--- src/rtl/spi_flash_reader_if.sv ---
// Handshake and SPI pin bundle for spi_flash_reader.
// The slave side is the sequencer and the master side is its user.
interface spi_flash_reader_if #(
  parameter int LEN_BITS = 8
);
  logic                start;
  logic [23:0]         addr;
  logic [LEN_BITS-1:0] len;
  logic                busy;
  logic                done;
  logic [7:0]          data;
  logic                data_valid;
  logic                spi_cs;
  logic                spi_sclk;
  logic                spi_mosi;
  logic                spi_miso;

  modport slave (
    input  start, addr, len, spi_miso,
    output busy, done, data, data_valid,
    output spi_cs, spi_sclk, spi_mosi
  );

  modport master (
    output start, addr, len, spi_miso,
    input  busy, done, data, data_valid,
    input  spi_cs, spi_sclk, spi_mosi
  );
endinterface

--- src/rtl/spi_flash_reader.sv ---
// SPI flash READ sequencer: command plus 24-bit address, then len bytes.
// Two clk per SPI bit; every output is registered.
module spi_flash_reader #(
  parameter logic [7:0] SPI_CMD  = 8'h03,
  parameter int         LEN_BITS = 8
) (
  input logic clk,
  input logic reset,
  spi_flash_reader_if.slave bus
);
  localparam int CW = LEN_BITS + 5;

  typedef enum logic [1:0] {
    S_IDLE,
    S_PRE,
    S_DATA,
    S_FINISH
  } state_t;

  state_t              r_state;
  logic [CW-1:0]       r_cnt;
  logic [30:0]         r_shift;
  logic [LEN_BITS-1:0] r_len;
  logic [6:0]          r_rx;
  logic [7:0]          r_data;
  logic                r_dv;
  logic                r_done;
  logic                r_busy;
  logic                r_cs;
  logic                r_sclk;
  logic                r_mosi;

  state_t              w_state_nxt;
  logic [CW-1:0]       w_cnt_nxt;
  logic [30:0]         w_shift_nxt;
  logic [LEN_BITS-1:0] w_len_nxt;
  logic [6:0]          w_rx_nxt;
  logic [7:0]          w_data_nxt;
  logic                w_dv_nxt;
  logic                w_done_nxt;
  logic                w_busy_nxt;
  logic                w_cs_nxt;
  logic                w_sclk_nxt;
  logic                w_mosi_nxt;
  logic [CW-1:0]       w_end;

  // r_cnt counts edges since acceptance; the last falling edge is 64+16*len
  assign w_end = CW'({r_len, 4'h0}) + CW'(63);

  always_comb begin
    w_state_nxt = r_state;
    w_cnt_nxt   = r_cnt;
    w_shift_nxt = r_shift;
    w_len_nxt   = r_len;
    w_rx_nxt    = r_rx;
    w_data_nxt  = r_data;
    w_dv_nxt    = 1'b0;
    w_done_nxt  = 1'b0;
    w_busy_nxt  = r_busy;
    w_cs_nxt    = r_cs;
    w_sclk_nxt  = r_sclk;
    w_mosi_nxt  = r_mosi;
    unique case (r_state)
      S_IDLE, S_FINISH: begin
        w_state_nxt = S_IDLE;
        w_busy_nxt  = 1'b0;
        w_cs_nxt    = 1'b0;
        w_sclk_nxt  = 1'b0;
        w_mosi_nxt  = 1'b0;
        if (bus.start) begin
          w_len_nxt   = bus.len;
          w_shift_nxt = {SPI_CMD[6:0], bus.addr};
          w_cnt_nxt   = '0;
          if (bus.len == '0) begin
            w_state_nxt = S_FINISH;
            w_done_nxt  = 1'b1;
          end else begin
            w_state_nxt = S_PRE;
            w_busy_nxt  = 1'b1;
            w_cs_nxt    = 1'b1;
            w_mosi_nxt  = SPI_CMD[7];
          end
        end
      end
      S_PRE, S_DATA: begin
        w_cnt_nxt  = r_cnt + CW'(1);
        w_sclk_nxt = ~r_sclk;
        if (!r_sclk) begin
          if (r_state == S_DATA) begin
            w_rx_nxt = {r_rx[5:0], bus.spi_miso};
            if (r_cnt[3:0] == 4'd14) begin
              w_data_nxt = {r_rx, bus.spi_miso};
              w_dv_nxt   = 1'b1;
            end
          end
        end else begin
          w_shift_nxt = {r_shift[29:0], 1'b0};
          w_mosi_nxt  = r_shift[30];
          if (r_state == S_PRE && r_cnt == CW'(63)) begin
            w_state_nxt = S_DATA;
            w_mosi_nxt  = 1'b0;
          end
          if (r_state == S_DATA && r_cnt == w_end) begin
            w_state_nxt = S_FINISH;
            w_done_nxt  = 1'b1;
            w_busy_nxt  = 1'b0;
            w_cs_nxt    = 1'b0;
            w_sclk_nxt  = 1'b0;
            w_mosi_nxt  = 1'b0;
          end
        end
      end
    endcase
  end

  always_ff @(posedge clk) begin
    if (reset) begin
      r_state <= S_IDLE;
      r_cnt   <= '0;
      r_shift <= '0;
      r_len   <= '0;
      r_rx    <= '0;
      r_data  <= '0;
      r_dv    <= 1'b0;
      r_done  <= 1'b0;
      r_busy  <= 1'b0;
      r_cs    <= 1'b0;
      r_sclk  <= 1'b0;
      r_mosi  <= 1'b0;
    end else begin
      r_state <= w_state_nxt;
      r_cnt   <= w_cnt_nxt;
      r_shift <= w_shift_nxt;
      r_len   <= w_len_nxt;
      r_rx    <= w_rx_nxt;
      r_data  <= w_data_nxt;
      r_dv    <= w_dv_nxt;
      r_done  <= w_done_nxt;
      r_busy  <= w_busy_nxt;
      r_cs    <= w_cs_nxt;
      r_sclk  <= w_sclk_nxt;
      r_mosi  <= w_mosi_nxt;
    end
  end

  assign bus.busy       = r_busy;
  assign bus.done       = r_done;
  assign bus.data       = r_data;
  assign bus.data_valid = r_dv;
  assign bus.spi_cs     = r_cs;
  assign bus.spi_sclk   = r_sclk;
  assign bus.spi_mosi   = r_mosi;
endmodule

--- src/flat_wrapper.sv ---
// flat-port wrapper written by rule: the top's interface ports become plain ports
module spi_flash_reader_flat 
#(
  parameter logic [7:0] SPI_CMD  = 8'h03,
  parameter int         LEN_BITS = 8
)
  (clk, reset, bus_start, bus_addr, bus_len, bus_spi_miso, bus_busy, bus_done, bus_data, bus_data_valid, bus_spi_cs, bus_spi_sclk, bus_spi_mosi);
  spi_flash_reader_if #(.LEN_BITS(LEN_BITS)) bus_i ();
  input logic clk;
  input logic reset;
  input wire logic [$bits(bus_i.start)-1:0] bus_start;
  input wire logic [$bits(bus_i.addr)-1:0] bus_addr;
  input wire logic [$bits(bus_i.len)-1:0] bus_len;
  input wire logic [$bits(bus_i.spi_miso)-1:0] bus_spi_miso;
  output wire logic [$bits(bus_i.busy)-1:0] bus_busy;
  output wire logic [$bits(bus_i.done)-1:0] bus_done;
  output wire logic [$bits(bus_i.data)-1:0] bus_data;
  output wire logic [$bits(bus_i.data_valid)-1:0] bus_data_valid;
  output wire logic [$bits(bus_i.spi_cs)-1:0] bus_spi_cs;
  output wire logic [$bits(bus_i.spi_sclk)-1:0] bus_spi_sclk;
  output wire logic [$bits(bus_i.spi_mosi)-1:0] bus_spi_mosi;
  assign bus_i.start = bus_start;
  assign bus_i.addr = bus_addr;
  assign bus_i.len = bus_len;
  assign bus_i.spi_miso = bus_spi_miso;
  assign bus_busy = bus_i.busy;
  assign bus_done = bus_i.done;
  assign bus_data = bus_i.data;
  assign bus_data_valid = bus_i.data_valid;
  assign bus_spi_cs = bus_i.spi_cs;
  assign bus_spi_sclk = bus_i.spi_sclk;
  assign bus_spi_mosi = bus_i.spi_mosi;
  spi_flash_reader #(.SPI_CMD(SPI_CMD), .LEN_BITS(LEN_BITS)) u_core (.clk(clk), .reset(reset), .bus(bus_i));
endmodule
--- config.mk ---
export PLATFORM = sky130hd
export DESIGN_NAME = spi_flash_reader_flat
export DESIGN_NICKNAME = d
export VERILOG_FILES = /design/src/rtl/spi_flash_reader_if.sv /design/src/rtl/spi_flash_reader.sv /design/src/flat_wrapper.sv
export SDC_FILE = /design/constraint.sdc
export NUM_CORES = 1
export LEC_CHECK = 0
export CAP_MARGIN = 5
export CORE_AREA = 5 5 90 92
export CTS_CLUSTER_SIZE = 30
export DETAILED_ROUTE_END_ITERATION = 8
export DIE_AREA = 0 0 95 97
export PLACE_DENSITY_LB_ADDON = 0.2
export SLEW_MARGIN = 20
export SYNTH_ARGS = -nofsm -noshare
export SYNTH_HDL_FRONTEND = slang
export SYNTH_SLANG_ARGS = --single-unit
--- constraint.sdc ---
create_clock -name clk -period 2.3 [get_ports clk]
set_input_delay 0.46 -clock clk [delete_from_list [all_inputs] [get_ports clk]]
set_output_delay 0.46 -clock clk [all_outputs]
set_load 0.05 [all_outputs]
* Word-level counts from Yosys, hierarchy flattened
Index checks and enable logic that the tools add are counted.
Cells by class: bitwise gates (word level) 3, mux-type cells 29, add/subtract/negate cells 2, eq/ne operators 10, reduce and logical (&&, ||, !) cells 13
Operators with widths (number):
- 2-to-1 mux 31 bit | 2
- case mux 31 bit (2 select lines) | 1
- case mux 13 bit (2 select lines) | 1
- 2-to-1 mux 1 bit | 14
- adder 12 x 6 -> 13 bit, second input constant | 1
- adder 13 x 1 -> 13 bit, second input constant | 1
- equality test 13 bit | 1
- equality test 13 x 6 -> 1 bit, second input constant | 1
- 2-to-1 mux 13 bit | 1
- 2-to-1 mux 2 bit | 5
- zero test 8 bit | 1
- case mux 1 bit (2 select lines) | 4
- AND reduction 2 bit | 4
- equality test 2 bit, second input constant | 2
- equality test 4 bit, second input constant | 1
- != test 2 x 1 -> 1 bit, second input constant | 2
- case mux 2 bit (2 select lines) | 1
- AND reduction 4 bit | 1
- OR reduction 2 bit | 2
- OR reduction 4 bit | 1
- != test 3 x 1 -> 1 bit, second input constant | 1
- NOT 1 bit | 3
- AND reduction 3 bit | 1
- equality test 2 x 1 -> 1 bit, second input constant | 1
- other kinds (3) | 4
Word-level totals: bits of input ports 36, output and inout port bits 14, word-level logic and storage cells 68, register bits after elaboration 74

* Longest topological paths before layout
depth after elaboration 6, depth in mapped cells 9, mapped depth without buffers 8

* Least setup slack after synthesis
OpenSTA, ideal clock, no wires.
path type register to register, start point register u_core.r_len[0], end point register u_core.r_busy (netlist: u_core.bus.busy), period minus slack after synthesis 2187 ps, arrival time 2066 ps, buffers on the path 1, stages on the path, launching flop included 10, data required time 2179 ps, path slack 113 ps, setup time 121 ps, cells stage by stage dfxtp_1 > clkbuf_1 > inv_1 > ha_1 > xnor2_1 > nor4_1 > and4b_1 > nand4_2 > a21oi_1 > mux2_2
On the way: word-level cells in the longest chain between the ends 5
RTL lines:
- start: declaration | RTL line spi_flash_reader.sv:23 | logic [LEN_BITS-1:0] r_len;
- start signal: assignment | RTL line spi_flash_reader.sv:134 | r_len <= w_len_nxt;
- adder 12 x 6 -> 13 bit | RTL line spi_flash_reader.sv:48 | assign w_end = CW'({r_len, 4'h0}) + CW'(63);
- equality test 13 bit | RTL line spi_flash_reader.sv:103 | if (r_state == S_DATA && r_cnt == w_end) begin
- logical AND 1 bit | RTL line spi_flash_reader.sv:103
- != test 2 x 1 -> 1 bit (no line)
- AND reduction 2 bit (no line)
- end signal: assignment | RTL line spi_flash_reader.sv:139 | r_busy <= w_busy_nxt;
- end: declaration | RTL line spi_flash_reader.sv:28 | logic r_busy;
No other way between the ends. A chain may end at the register's enable or synchronous reset.

* Final worst setup path
start point register u_core.r_sclk (netlist: u_core.bus.spi_sclk), end point output bus_spi_sclk
RTL lines:
- start: declaration | RTL line spi_flash_reader.sv:30 | logic r_sclk;
- start signal: assignment | RTL line spi_flash_reader.sv:141 | r_sclk <= w_sclk_nxt;
- end: declaration | RTL line flat_wrapper.sv:20 | output wire logic [$bits(bus_i.spi_sclk)-1:0] bus_spi_sclk;
No word-level cell between the ends.

==> impl_metrics.tcl <==
set metrics [dict create \
    p_per_area_nw_per_um2 1090 \
    area_growth_pct 25.9 \
    ys_warn_count 0 \
    end_kind "primary output" \
    clockBufferDepth 2 \
    cp_top_family "buffers and inverters" \
    ys_seq_area_frac 0.434 \
    antenna_found_initial 0 \
    syn_area_um2 3410 \
    status "completed" \
    wirelength_um 7480 \
    antenna_cells 0 \
    drc 0 \
    vdd_ir_drop_max_v 0.000550 \
    critPathBufInv 1 \
    synth_top_area_cell "dfxtp_1" \
    synth_most_common_cell "dfxtp_1" \
    grt_pass1_vias 2870 \
    arrival_ps 1740 \
    synthFlopType "dfxtp_1" \
    instances_no_fill 543 \
    slew_headroom 0.653 \
    critPathLaunchType "register" \
    synth_nets 432 \
    synth.area.top_cells "dfxtp_1, mux2i_1, nor2_1" \
    finalMaxSlewViolations 0 \
    p_switching_mw 1.66 \
    start_util 0.478 \
    cts_sinks 74 \
    viasPerCell 5.36 \
    grt_usage 0.172 \
    clkPwrFrac 0.258 \
    nNetsFinal 481 \
    rsz0062_at_grt "no" \
    clk_latency_ps 340 \
    fin_area_um2 4300 \
    routabilityCongestion 0.866 \
    tns_ps 0 \
    fin_crit_sh 0.956 \
    port_buffers 49 \
    p_int_mw 3.04 \
    critPathRequiredTime_ps 1840 \
    power_frac_comb 0.379 \
    die_w_um 95 \
    setup_violations 0 \
    async_reset_ff_frac 0 \
    p_sw_frac 0.353 \
    overflow 0 \
    synth_seq_cells 74 \
    drt_first_iter_violations 227 \
    placed_area_um2 4050 \
    hp-class "register to register" \
    drv_cap 0 \
    clkTransAtPathRegs_ps 80 \
    cp_max_fo 10 \
    wl_per_cell_um 13.8 \
    ys_types 54 \
    synthTopCellsByCount "dfxtp_1, nor2_1, nand2_1" \
    yosysTopAreaCellShare 0.434 \
    grt_max_degree 49 \
    row_count 31 \
    post-route-util 0.602 \
    dp_hpwl_um 5420 \
    dp.cells 527 \
    cts_tree "built" \
    finalClockSkew_ps 8.37 \
    p_seq_frac 0.363 \
    core-area_um2 7140 \
    synthCells 390 \
    crit_type "register to primary output" \
    tightest_slew_ps 519 \
    crit_chain "clkdlybuf4s50_1" \
    cts_max_level 3 \
    drive_gt1_frac 0.113 \
    die_area_um2 9220 \
    min_period_ps 2200 \
    postRouteAntennaNets 0 \
    synth_edf_count 0 \
    drt_first_pass_iters 5 \
    cpMaxStageDelayCell "clkdlybuf4s50_1" \
    grt_pass1_wl_um 12900 \
    cts_root_buf "clkbuf_8" \
    syn_avg_cell_area_um2 8.76 \
    fmax_ghz 0.455 \
    cpPeakStageDelay_ps 870 \
    static-leakage-power_nw 1.70 \
    hold_viol_final 0 \
    cts_made_buffers 9 \
    vias 2912 \
    die_y_um 97 \
    io_pins 50 \
    fin_hold_ws_ps 471 \
]
-- path summary, 6_finish.rpt --
kind                            slack [ps]  depth (start not counted)                 from               to
worst max-delay path                   100                          1  u_core.bus.spi_sclk     bus_spi_sclk
worst min-delay path                   470                          2       u_core.r_rx[6]   u_core.r_rx[6]
worst max register to register         150                          8      u_core.r_len[1]  u_core.bus.busy
worst min register to register         470                          2       u_core.r_rx[6]   u_core.r_rx[6]
-- tightest hold or removal path: stages, from the launching register on --
cell and delay [ps]:
dfxtp_1 320, nand2_1 50, a21oi_1 50
-- cell families (layout without fill, tap and decap cells) --
| group | after synthesis | after routing | share of synthesized area |
|---|---|---|---|
| muxes | 35 | 35 | 0.104 |
| buffers and inverters | 36 | 90 | 0.0425 |
| DFF | 74 | 74 | 0.434 |
| adders and majority gates | 6 | 6 | 0.0220 |
| xor gates and xnor gates | 10 | 10 | 0.0256 |
| AOI/OAI and AO/OA | 81 | 81 | 0.168 |
| and+or+nand+nor | 148 | 148 | 0.204 |
-- state kept, by name (all words and copies together), names as in the netlist --
signal	flops
u_core.bus.data	8
u_core.bus.spi_sclk	1
u_core.r_rx	7
u_core.r_cnt	13
u_core.r_state	2
u_core.bus.data_valid	1
u_core.bus.spi_mosi	1
u_core.bus.busy	1
u_core.bus.done	1
u_core.r_len	8
u_core.r_shift	31
-- timing repair --
item,4_1_cts,5_1_grt
hold endpoints to repair,0,0
endpoints found under the setup margin,0,3
resized for setup,0,3
buffers inserted,0,0
hold buffers,0,0
-- placed cells by master, fill, tap and decap left out, types with 3 or more instances in the layout --
| master | Yosys | final |
|---|---|---|
| inv_1 | 8 | 8 |
| clkdlybuf4s50_1 | 0 | 48 |
| o22ai_1 | 3 | 3 |
| o211a_1 | 3 | 3 |
| a22oi_1 | 6 | 6 |
| nor2b_1 | 3 | 3 |
| mux2i_1 | 31 | 31 |
| bufinv_16 | 0 | 3 |
| nand3_1 | 7 | 7 |
| buf_4 | 1 | 16 |
| a21oi_1 | 24 | 23 |
| xnor2_1 | 6 | 6 |
| clkbuf_8 | 0 | 9 |
| or2_2 | 3 | 3 |
| ha_1 | 6 | 6 |
| o21ai_0 | 4 | 4 |
| nor2_1 | 51 | 51 |
| nand2_1 | 44 | 44 |
| nor4_1 | 3 | 3 |
| a211oi_1 | 24 | 24 |
| nand2b_1 | 3 | 3 |
| and3_1 | 5 | 5 |
| xor2_1 | 4 | 4 |
| nor3_1 | 11 | 10 |
| dfxtp_1 | 74 | 73 |
| mux2_2 | 4 | 4 |
-- power groups by stage --
stage / combinational (mW) / clock [mW] / sequential [mW]
detailed placement: 1.77 / 0 / 1.73
global route: 1.97 / 1.30 / 1.74
global placement: 1.73 / 0 / 1.72
floorplan: 1.31 / 0 / 1.70
CTS: 1.78 / 1.24 / 1.70
finish: 1.78 / 1.21 / 1.70
-- layout make-up --
cell class | count | area, um2
fill | 668 | 2840
multi-input combinational | 280 | 1800
sequential | 74 | 1480
timing repair buffer | 66 | 626
clock buffer | 10 | 128
tap | 99 | 124
clock inverter | 6 | 113
inverter | 8 | 30.0
-- metrics by stage --
step	total power [mW]	worst slack, ps
final	4.70	101
after global routing	5.00	20.0
after CTS	4.71	63.1
after detailed placement	3.50	65.4
after global placement	3.45	164
after floorplan	3.01	113
-- per-layer routing --
layer | vias to the layer above | GRT usage | part of all wire
met4 | 0 | 0.0888 | 0.024
met3 | 16 | 0.0318 | 0.053
met2 | 68 | 0.261 | 0.45
met5 | - | 0 | 0
li1 | 1483 | - | -
met1 | 1345 | 0.231 | 0.47
(Power assumes the default switching activity.)
